### config.mk
export PLATFORM = sky130hd
export DESIGN_NAME = cdb_broadcaster
export DESIGN_NICKNAME = d
export VERILOG_FILES = /design/src/rtl/cdb_pkg.sv /design/src/rtl/cdb_arbiter.sv /design/src/rtl/cdb_broadcaster.sv
export SDC_FILE = /design/constraint.sdc
export NUM_CORES = 1
export LEC_CHECK = 0
export ABC_AREA = 0
export BUFFER_PORTS_ARGS = -buffer_cell sky130_fd_sc_hd__buf_2
export CAP_MARGIN = 20
export CELL_PAD_IN_SITES_DETAIL_PLACEMENT = 0
export CELL_PAD_IN_SITES_GLOBAL_PLACEMENT = 1
export CORE_UTILIZATION = 38
export CTS_CLUSTER_DIAMETER = 60
export CTS_CLUSTER_SIZE = 24
export DETAILED_ROUTE_END_ITERATION = 6
export GPL_TIMING_DRIVEN = 1
export PLACE_DENSITY_LB_ADDON = 0.1
export SYNTH_ARGS = -nofsm -noshare
export SYNTH_HDL_FRONTEND = slang
export SYNTH_SLANG_ARGS = --single-unit
### constraint.sdc
create_clock -name clk -period 2.49 [get_ports clk]
set_input_delay 0.6225 -clock clk [delete_from_list [all_inputs] [get_ports clk]]
set_output_delay 0.6225 -clock clk [all_outputs]
set_load 0.005 [all_outputs]
### src/rtl/cdb_pkg.sv
// Shared constants and types for the Common Data Bus broadcaster.
// Source indices name the execution units that feed the bus.
package cdb_pkg;

  localparam int NUM_SRC = 4;
  localparam int TAG_W   = 6;
  localparam int DATA_W  = 32;

  localparam int SRC_ALU = 0;
  localparam int SRC_MUL = 1;
  localparam int SRC_DIV = 2;
  localparam int SRC_LSU = 3;

  typedef struct packed {
    logic              valid;
    logic [TAG_W-1:0]  tag;
    logic [DATA_W-1:0] data;
  } cdb_bus_t;

endpackage

### src/rtl/cdb_arbiter.sv
// Request-to-grant arbiter for the CDB holding registers.
// Build option CDB_RR_ARB_EN: round-robin with a pointer register; the
// search starts one past the last winner. Without it the arbiter is fixed
// priority (lowest index wins) and has no state.
// grant_o is one-hot or zero; grant_idx_o is the encoded winner (0 when idle).
module cdb_arbiter
  import cdb_pkg::*;
#(
  parameter int NUM_SRC = 4,
  parameter int IDX_W   = 2
) (
  input  logic               clk,
  input  logic               rst,
  input  logic               upd_i,
  input  logic [NUM_SRC-1:0] req_i,
  output logic [NUM_SRC-1:0] grant_o,
  output logic [IDX_W-1:0]   grant_idx_o
);

`ifdef CDB_RR_ARB_EN
  logic [IDX_W-1:0] ptr_q, ptr_d;
  logic             found;
  int               cand;

  // Scan forward from pointer+1, wrapping, and take the first requester.
  always_comb begin
    grant_o     = '0;
    grant_idx_o = '0;
    found       = 1'b0;
    cand        = 0;
    for (int k = 1; k <= NUM_SRC; k++) begin
      cand = int'(ptr_q) + k;
      if (cand >= NUM_SRC) cand = cand - NUM_SRC;
      if (!found && req_i[cand]) begin
        found         = 1'b1;
        grant_o[cand] = 1'b1;
        grant_idx_o   = IDX_W'(cand);
      end
    end
  end

  // The pointer moves to the winner only when a grant actually retires.
  always_comb begin
    ptr_d = ptr_q;
    if (upd_i && found) ptr_d = grant_idx_o;
  end

  // Pointer register; reset so that source 0 is searched first.
  always_ff @(posedge clk or posedge rst) begin
    if (rst) ptr_q <= IDX_W'(NUM_SRC - 1);
    else     ptr_q <= ptr_d;
  end
`else
  logic found;
  wire  unused_arb = ^{clk, rst, upd_i};

  // Fixed priority: the lowest-numbered requester wins.
  always_comb begin
    grant_o     = '0;
    grant_idx_o = '0;
    found       = 1'b0;
    for (int i = 0; i < NUM_SRC; i++) begin
      if (!found && req_i[i]) begin
        found       = 1'b1;
        grant_o[i]  = 1'b1;
        grant_idx_o = IDX_W'(i);
      end
    end
  end
`endif

endmodule

### src/rtl/cdb_broadcaster.sv
// Transmit end of the Common Data Bus.
// Each execution unit hands results over a valid/ready handshake into a
// one-entry holding register; an arbiter picks one held result per cycle
// and it is broadcast on a registered (valid, tag, data, src) bus.
// Build option CDB_RR_ARB_EN selects round-robin arbitration (see cdb_arbiter).
//
// Handshake: a result transfers on a rising edge where src_valid[i] and
// src_ready[i] are both high; tag/data are sampled only then. src_ready[i]
// is combinational: low during flush, otherwise high when the slot is empty
// or is being granted this cycle (allowing one transfer per cycle per source).
// Flush drops every held result and suppresses the next broadcast.
module cdb_broadcaster
  import cdb_pkg::*;
#(
  parameter int NUM_SRC = cdb_pkg::NUM_SRC,
  parameter int TAG_W   = cdb_pkg::TAG_W,
  parameter int DATA_W  = cdb_pkg::DATA_W
) (
  input  logic                        clk,
  input  logic                        rst,
  input  logic                        flush,
  input  logic [NUM_SRC-1:0]          src_valid,
  input  logic [NUM_SRC*TAG_W-1:0]    src_tag,
  input  logic [NUM_SRC*DATA_W-1:0]   src_data,
  output logic [NUM_SRC-1:0]          src_ready,
  output logic                        cdb_valid,
  output logic [TAG_W-1:0]            cdb_tag,
  output logic [DATA_W-1:0]           cdb_data,
  output logic [$clog2(NUM_SRC)-1:0]  cdb_src
);

  localparam int IDX_W = $clog2(NUM_SRC);

  logic [NUM_SRC-1:0] hold_v_q, hold_v_d;
  logic [TAG_W-1:0]   hold_tag_q  [NUM_SRC];
  logic [DATA_W-1:0]  hold_data_q [NUM_SRC];
  logic [NUM_SRC-1:0] grant;
  logic [NUM_SRC-1:0] accept;
  logic [IDX_W-1:0]   grant_idx;

  // Arbitration looks at held entries only; incoming results are never bypassed.
  cdb_arbiter #(
    .NUM_SRC (NUM_SRC),
    .IDX_W   (IDX_W)
  ) u_arb (
    .clk         (clk),
    .rst         (rst),
    .upd_i       (~flush),
    .req_i       (hold_v_q),
    .grant_o     (grant),
    .grant_idx_o (grant_idx)
  );

  assign src_ready = {NUM_SRC{~flush}} & (~hold_v_q | grant);
  assign accept    = src_valid & src_ready;

  // Slot occupancy: flush clears, acceptance sets (even over a grant), grant clears.
  always_comb begin
    hold_v_d = hold_v_q;
    for (int i = 0; i < NUM_SRC; i++) begin
      if (flush)          hold_v_d[i] = 1'b0;
      else if (accept[i]) hold_v_d[i] = 1'b1;
      else if (grant[i])  hold_v_d[i] = 1'b0;
    end
  end

  // Occupancy register; reset discards anything held.
  always_ff @(posedge clk or posedge rst) begin
    if (rst) hold_v_q <= '0;
    else     hold_v_q <= hold_v_d;
  end

  // Payload capture on acceptance; contents are meaningless while the slot is empty.
  always_ff @(posedge clk) begin
    for (int i = 0; i < NUM_SRC; i++) begin
      if (accept[i]) begin
        hold_tag_q[i]  <= src_tag[i*TAG_W +: TAG_W];
        hold_data_q[i] <= src_data[i*DATA_W +: DATA_W];
      end
    end
  end

  // Broadcast register: valid follows the grant (killed by flush); payload holds when idle.
  always_ff @(posedge clk or posedge rst) begin
    if (rst) begin
      cdb_valid <= 1'b0;
      cdb_tag   <= '0;
      cdb_data  <= '0;
      cdb_src   <= '0;
    end else begin
      cdb_valid <= (|grant) & ~flush;
      if (|grant) begin
        cdb_tag  <= hold_tag_q[grant_idx];
        cdb_data <= hold_data_q[grant_idx];
        cdb_src  <= grant_idx;
      end
    end
  end

endmodule

### After elaboration in Yosys (flattened, before gate mapping)

Memories as Yosys holds them, arrays and structs flattened. A register that Yosys moved wholly into a read port is not among the register bits.
Index checks and enable logic that the tools add are counted.

| word-level totals | value |
|---|---|
| memories kept | 2 |
| output and inout bits | 45 |
| flip-flop bits (word level) | 7 |
| bits in writable memories | 152 |

Memories:

| memory | depth | width | rd ports | clocked after Yosys merged registers in | wr ports | line | RTL |
|---|---|---|---|---|---|---|---|
| hold_data_q | 4 | 32 | 1 | 1 | 4 | cdb_broadcaster.sv:36 | `logic [DATA_W-1:0] hold_data_q [NUM_SRC];` |
| hold_tag_q | 4 | 6 | 1 | 1 | 4 | cdb_broadcaster.sv:35 | `logic [TAG_W-1:0] hold_tag_q [NUM_SRC];` |

| operators by class | value |
|---|---|
| multiplexer cells | 29 |
| bitwise gates (word level) | 6 |
| reduce and logical (&&, ||, !) cells | 11 |

Operators with widths:

| cell | count |
|---|---|
| $mux W1 | 27 |
| $reduce_bool A3 Y1 | 4 |
| $and A4 B4 Y4 | 2 |
| $mux W2 | 2 |
| $not A4 Y4 | 1 |
| $or A4 B4 Y4 | 1 |
| $reduce_or A4 Y1 | 1 |
| $logic_and A1 B1 Y1 | 3 |
| $logic_not A1 Y1 | 3 |
| $and A1 B1 Y1 | 1 |
| $not A1 Y1 | 1 |

### Depth between registers and ports, before layout

| depth | value |
|---|---|
| depth in word-level cells | 15 |
| depth in mapped cells | 6 |
| depth with buffers taken out | 3 |

### By module

A second synthesis with hierarchy kept.

| second synthesis, totals | value |
|---|---|
| cell total of the unflattened synthesis | 317 |
| area, all modules | 7258.2 um^2 |

By module, submodules not included:

| module | instances | cells an instance | area each (um^2) |
|---|---|---|---|
| cdb_broadcaster | 1 | 308 | 7194.4 |
| cdb_arbiter | 1 | 9 | 63.8 |

### Least setup slack after synthesis

No wires, ideal clock.

| timing | value |
|---|---|
| kind | input -> register |
| start point | in flush |
| end point | mem hold_data_q[0][0], enable pin |
| setup slack | -0.476 ns |
| library setup time | 0.437 ns |
| stages on the path | 2 |
| data arrival time | 2.529 ns |
| required time | 2.053 ns |
| path through | clkbuf_1 > nor2b_1 |

RTL lines:

| element | line | RTL |
|---|---|---|
| start, declared | cdb_broadcaster.sv:21 | `input logic flush,` |
| end, declared | cdb_broadcaster.sv:36 |  |

### Worst setup path after layout

| timing | value |
|---|---|
| start point | reg hold_v_q[2] |
| end point | out src_ready[3] |

| between the ends | value |
|---|---|
| longest elaborated chain between the ends | 7 |

Ends and longest elaborated chain:

| element | line | RTL |
|---|---|---|
| start, declared | cdb_broadcaster.sv:34 | `logic [NUM_SRC-1:0] hold_v_q, hold_v_d;` |
| start signal, assigned | cdb_broadcaster.sv:70 | `else hold_v_q <= hold_v_d;` |
| $logic_and A1 B1 Y1 | cdb_arbiter.sv:63 | `if (!found && req_i[i]) begin` |
| $mux W1 | cdb_arbiter.sv:63 |  |
| $logic_not A1 Y1 | cdb_arbiter.sv:63 |  |
| $logic_and A1 B1 Y1 | cdb_arbiter.sv:63 |  |
| $mux W1 | cdb_arbiter.sv:63 |  |
| $or A4 B4 Y4 | cdb_broadcaster.sv:54 | `assign src_ready = {NUM_SRC{~flush}} & (~hold_v_q \| grant);` |
| $and A4 B4 Y4 | cdb_broadcaster.sv:54 |  |
| end, declared | cdb_broadcaster.sv:25 | `output logic [NUM_SRC-1:0] src_ready,` |

No other way between the ends.

==> summary.txt <==
Fin. max-slew vios = 0
Fin nets = 886
Core area = 0.01940 mm^2
DRC viols = 0
Number of port buffers = 203
Maxcap violations = 0
Comb power frac = 0.100
GRT Util Overall = 0.1868
Fillers = 1810
WHS = 289.5 ps
Row count = 51
Status = completed
Clock root cell = clkbuf_16
Post-route ant nets = 0
Internal Power = 5.552 mW
Vias in the first global route = 4887
Die width = 142.6 um
Synth Flop Type = edfxtp_1
Initial DRT Pass Iterations = 6
CTS tree = built
Peak Freq = 0.4257 GHz
Layout cells sized above 1 = 0.3514
Die Ht = 142.6 um
# resized after CTS = 0
Class of the worst hold path = primary input to asynchronous set/reset pin
Number of synthesis warnings = 0
Netlist Area Pre-Place = 0.007516 mm^2
Worst IR drop on VDD = 451.4 uV
CP startpoint kind = flop
Vias post-DR = 4859
# IOs = 204
Sequential Power Share = 0.535
Most common cell in the netlist = edfxtp_1
Mapped Cells = 525
Syn_area_per_cell = 14.32 um^2
Seq/Total Area, Yosys = 0.7571
Max Root-Sink Buffers = 2
Netlist cell types = 23
Setup CP Type = flop to primary output
Leakage power = 3.868 nW
Final instance area = 0.009424 mm^2
Min Clock Period, post-route = 2349 ps
Die area = 0.02034 mm^2
Setup crit end kind = primary output
Initial antenna violation count = 2
Placed cell area = 0.008851 mm^2
Switch share = 0.2415
Area Growth Syn to Fin = 25.39%
Total gr overflow = 0
Post-Syn Nets = 684
Total CTS buffers = 17
Clk Latency, worst-skew pair = 420 ps
Maximum fanout along the worst path = 16
Share of the synthesized area in the top cell type = 0.6073
Fin Setup TNS = 0 ps
Tightest Pin Transition = 779.4 ps
Final worst path period share = 0.9434
Routed Wire Length = 18.40 mm
Crit path arrival time = 1730 ps
Setup violators final = 0
Clk pin slew, worst setup/hold paths = 80 ps
Post-synth top cells = edfxtp_1, dfrtp_1, a21oi_1, nor2_1, inv_1
Largest net degree at the start of global routing = 75
Iter 0 DRT Violations = 302
Clock skew = 12.83 ps
Part of the power in the clock network = 0.365
Dpl cells = 973
Sw power = 1.767 mW
Finished Core Util = 0.4858
Number of enable flip-flop cells after synthesis = 152
Hold Violations, Final = 0
Detailed Place HPWL = 11.98 mm
Initial Util = 0.3874
Clock tree sinks = 197
Top cells by area, synth = edfxtp_1, dfrtp_1, a22o_1
Unrepaired setup endpoints after global routing = false
Post-synthesis cell type with the largest combined area = edfxtp_1
Crit path required time = 1870 ps
Global-route wire length before repair = 27.43 mm
Placer Congestion = 0.7253
Fraction of registers with async set/reset = 0.2284
Max-slew headroom = 0.4804
Vias per std cell = 4.825
# H-tree levels = 4
Register bit count reported by yosys = 197
Post-CTS Hold Buffers = 0
WL/cell = 18.28 um
Non-filler cells, final = 1007
Setup bufs post-CTS = 0
Power Density = 776.7 mW/mm^2
==> worst paths after layout <==
kind | from | to | slack, ps | depth (start not counted)
setup / recovery | hold_v_q[2]$_DFFE_PP0P_ | src_ready[3] | 140 | 3
hold / removal | rst | cdb_data[19]$_DFFE_PP0P_ | 290 | 2
setup reg to reg | hold_v_q[2]$_DFFE_PP0P_ | cdb_tag[3]$_DFFE_PP0P_ | 460 | 4
hold reg to reg | cdb_data[11]$_DFFE_PP0P_ | cdb_data[11]$_DFFE_PP0P_ | 500 | 1
max in group asynchronous | rst | cdb_data[24]$_DFFE_PP0P_ | 1640 | 3
min in group clk | src_data[8] | hold_data_q[0][8]$_DFFE_PP_ | 360 | 1
==> registers in the layout, summed over array words and instances, names as in the netlist <==
signal       count
hold_data_q    128
cdb_data        32
hold_tag_q      24
cdb_tag          6
hold_v_q         4
cdb_src          2
cdb_valid        1
==> worst max-delay path, cell delays in order (launching register included) <==
cell and delay [ps]:
dfrtp_2 530, or3_1 410, a21oi_1 220, buf_2 150
==> final cells by class <==
class	count	area [um^2]	area share
Clock buffer	18	429.2	0.04554
Sequential cell	197	5694	0.6042
Multi-Input combinational cell	253	1496	0.1588
Inverter	40	150.1	0.01593
Timing Repair Buffer	218	1179	0.1251
Antenna cell	2	5.005	0.0005311
Clock inverter	14	138.9	0.01474
Tap cell	265	331.6	0.03518
==> cell families after synthesis <==
group | share of synthesized area
AO/OA/AOI/OAI | 0.1077
buffers and inverters | 0.04528
flip-flops | 0.7571
AND/OR/NAND/NOR | 0.08990
==> stage by stage <==
step           setup slack, ps  total power [mW]
2_1_floorplan            120.6             4.333
3_3_place_gp             510.1             4.721
3_5_place_dp             464.8             4.740
4_1_cts                  118.3             7.417
5_1_grt                  34.01             7.628
6_report                 141.0             7.319
==> power groups by stage <==
stage	Combinational (mW)	Sequential (mW)	Clock, mW
after floorplan	0.364	3.97	0
after global placement	0.733	3.99	0
after detailed placement	0.751	3.99	0
after CTS	0.752	3.92	2.74
after global routing	0.821	3.94	2.86
final	0.733	3.92	2.67
==> metal layers <==
layer / GRT usage / wire length, um
met5: 0 / 0
met4: 0.04301 / 176
met3: 0.04661 / 1115
met2: 0.3065 / 8994
met1: 0.2499 / 8118
==> layout by cell type, fill, tap and decap left out, types with 3 or more instances in the layout <==
cell type / instances
a21oi_1: 44
a22o_1: 38
a31oi_1: 37
and2_2: 3
buf_12: 4
buf_2: 203
buf_4: 11
clkbuf_16: 17
dfrtp_1: 42
dfrtp_2: 3
edfxtp_1: 152
inv_1: 39
inv_6: 5
nand2_1: 39
nand3b_1: 37
nor2_1: 43
Power figures use the tool's default switching activity.
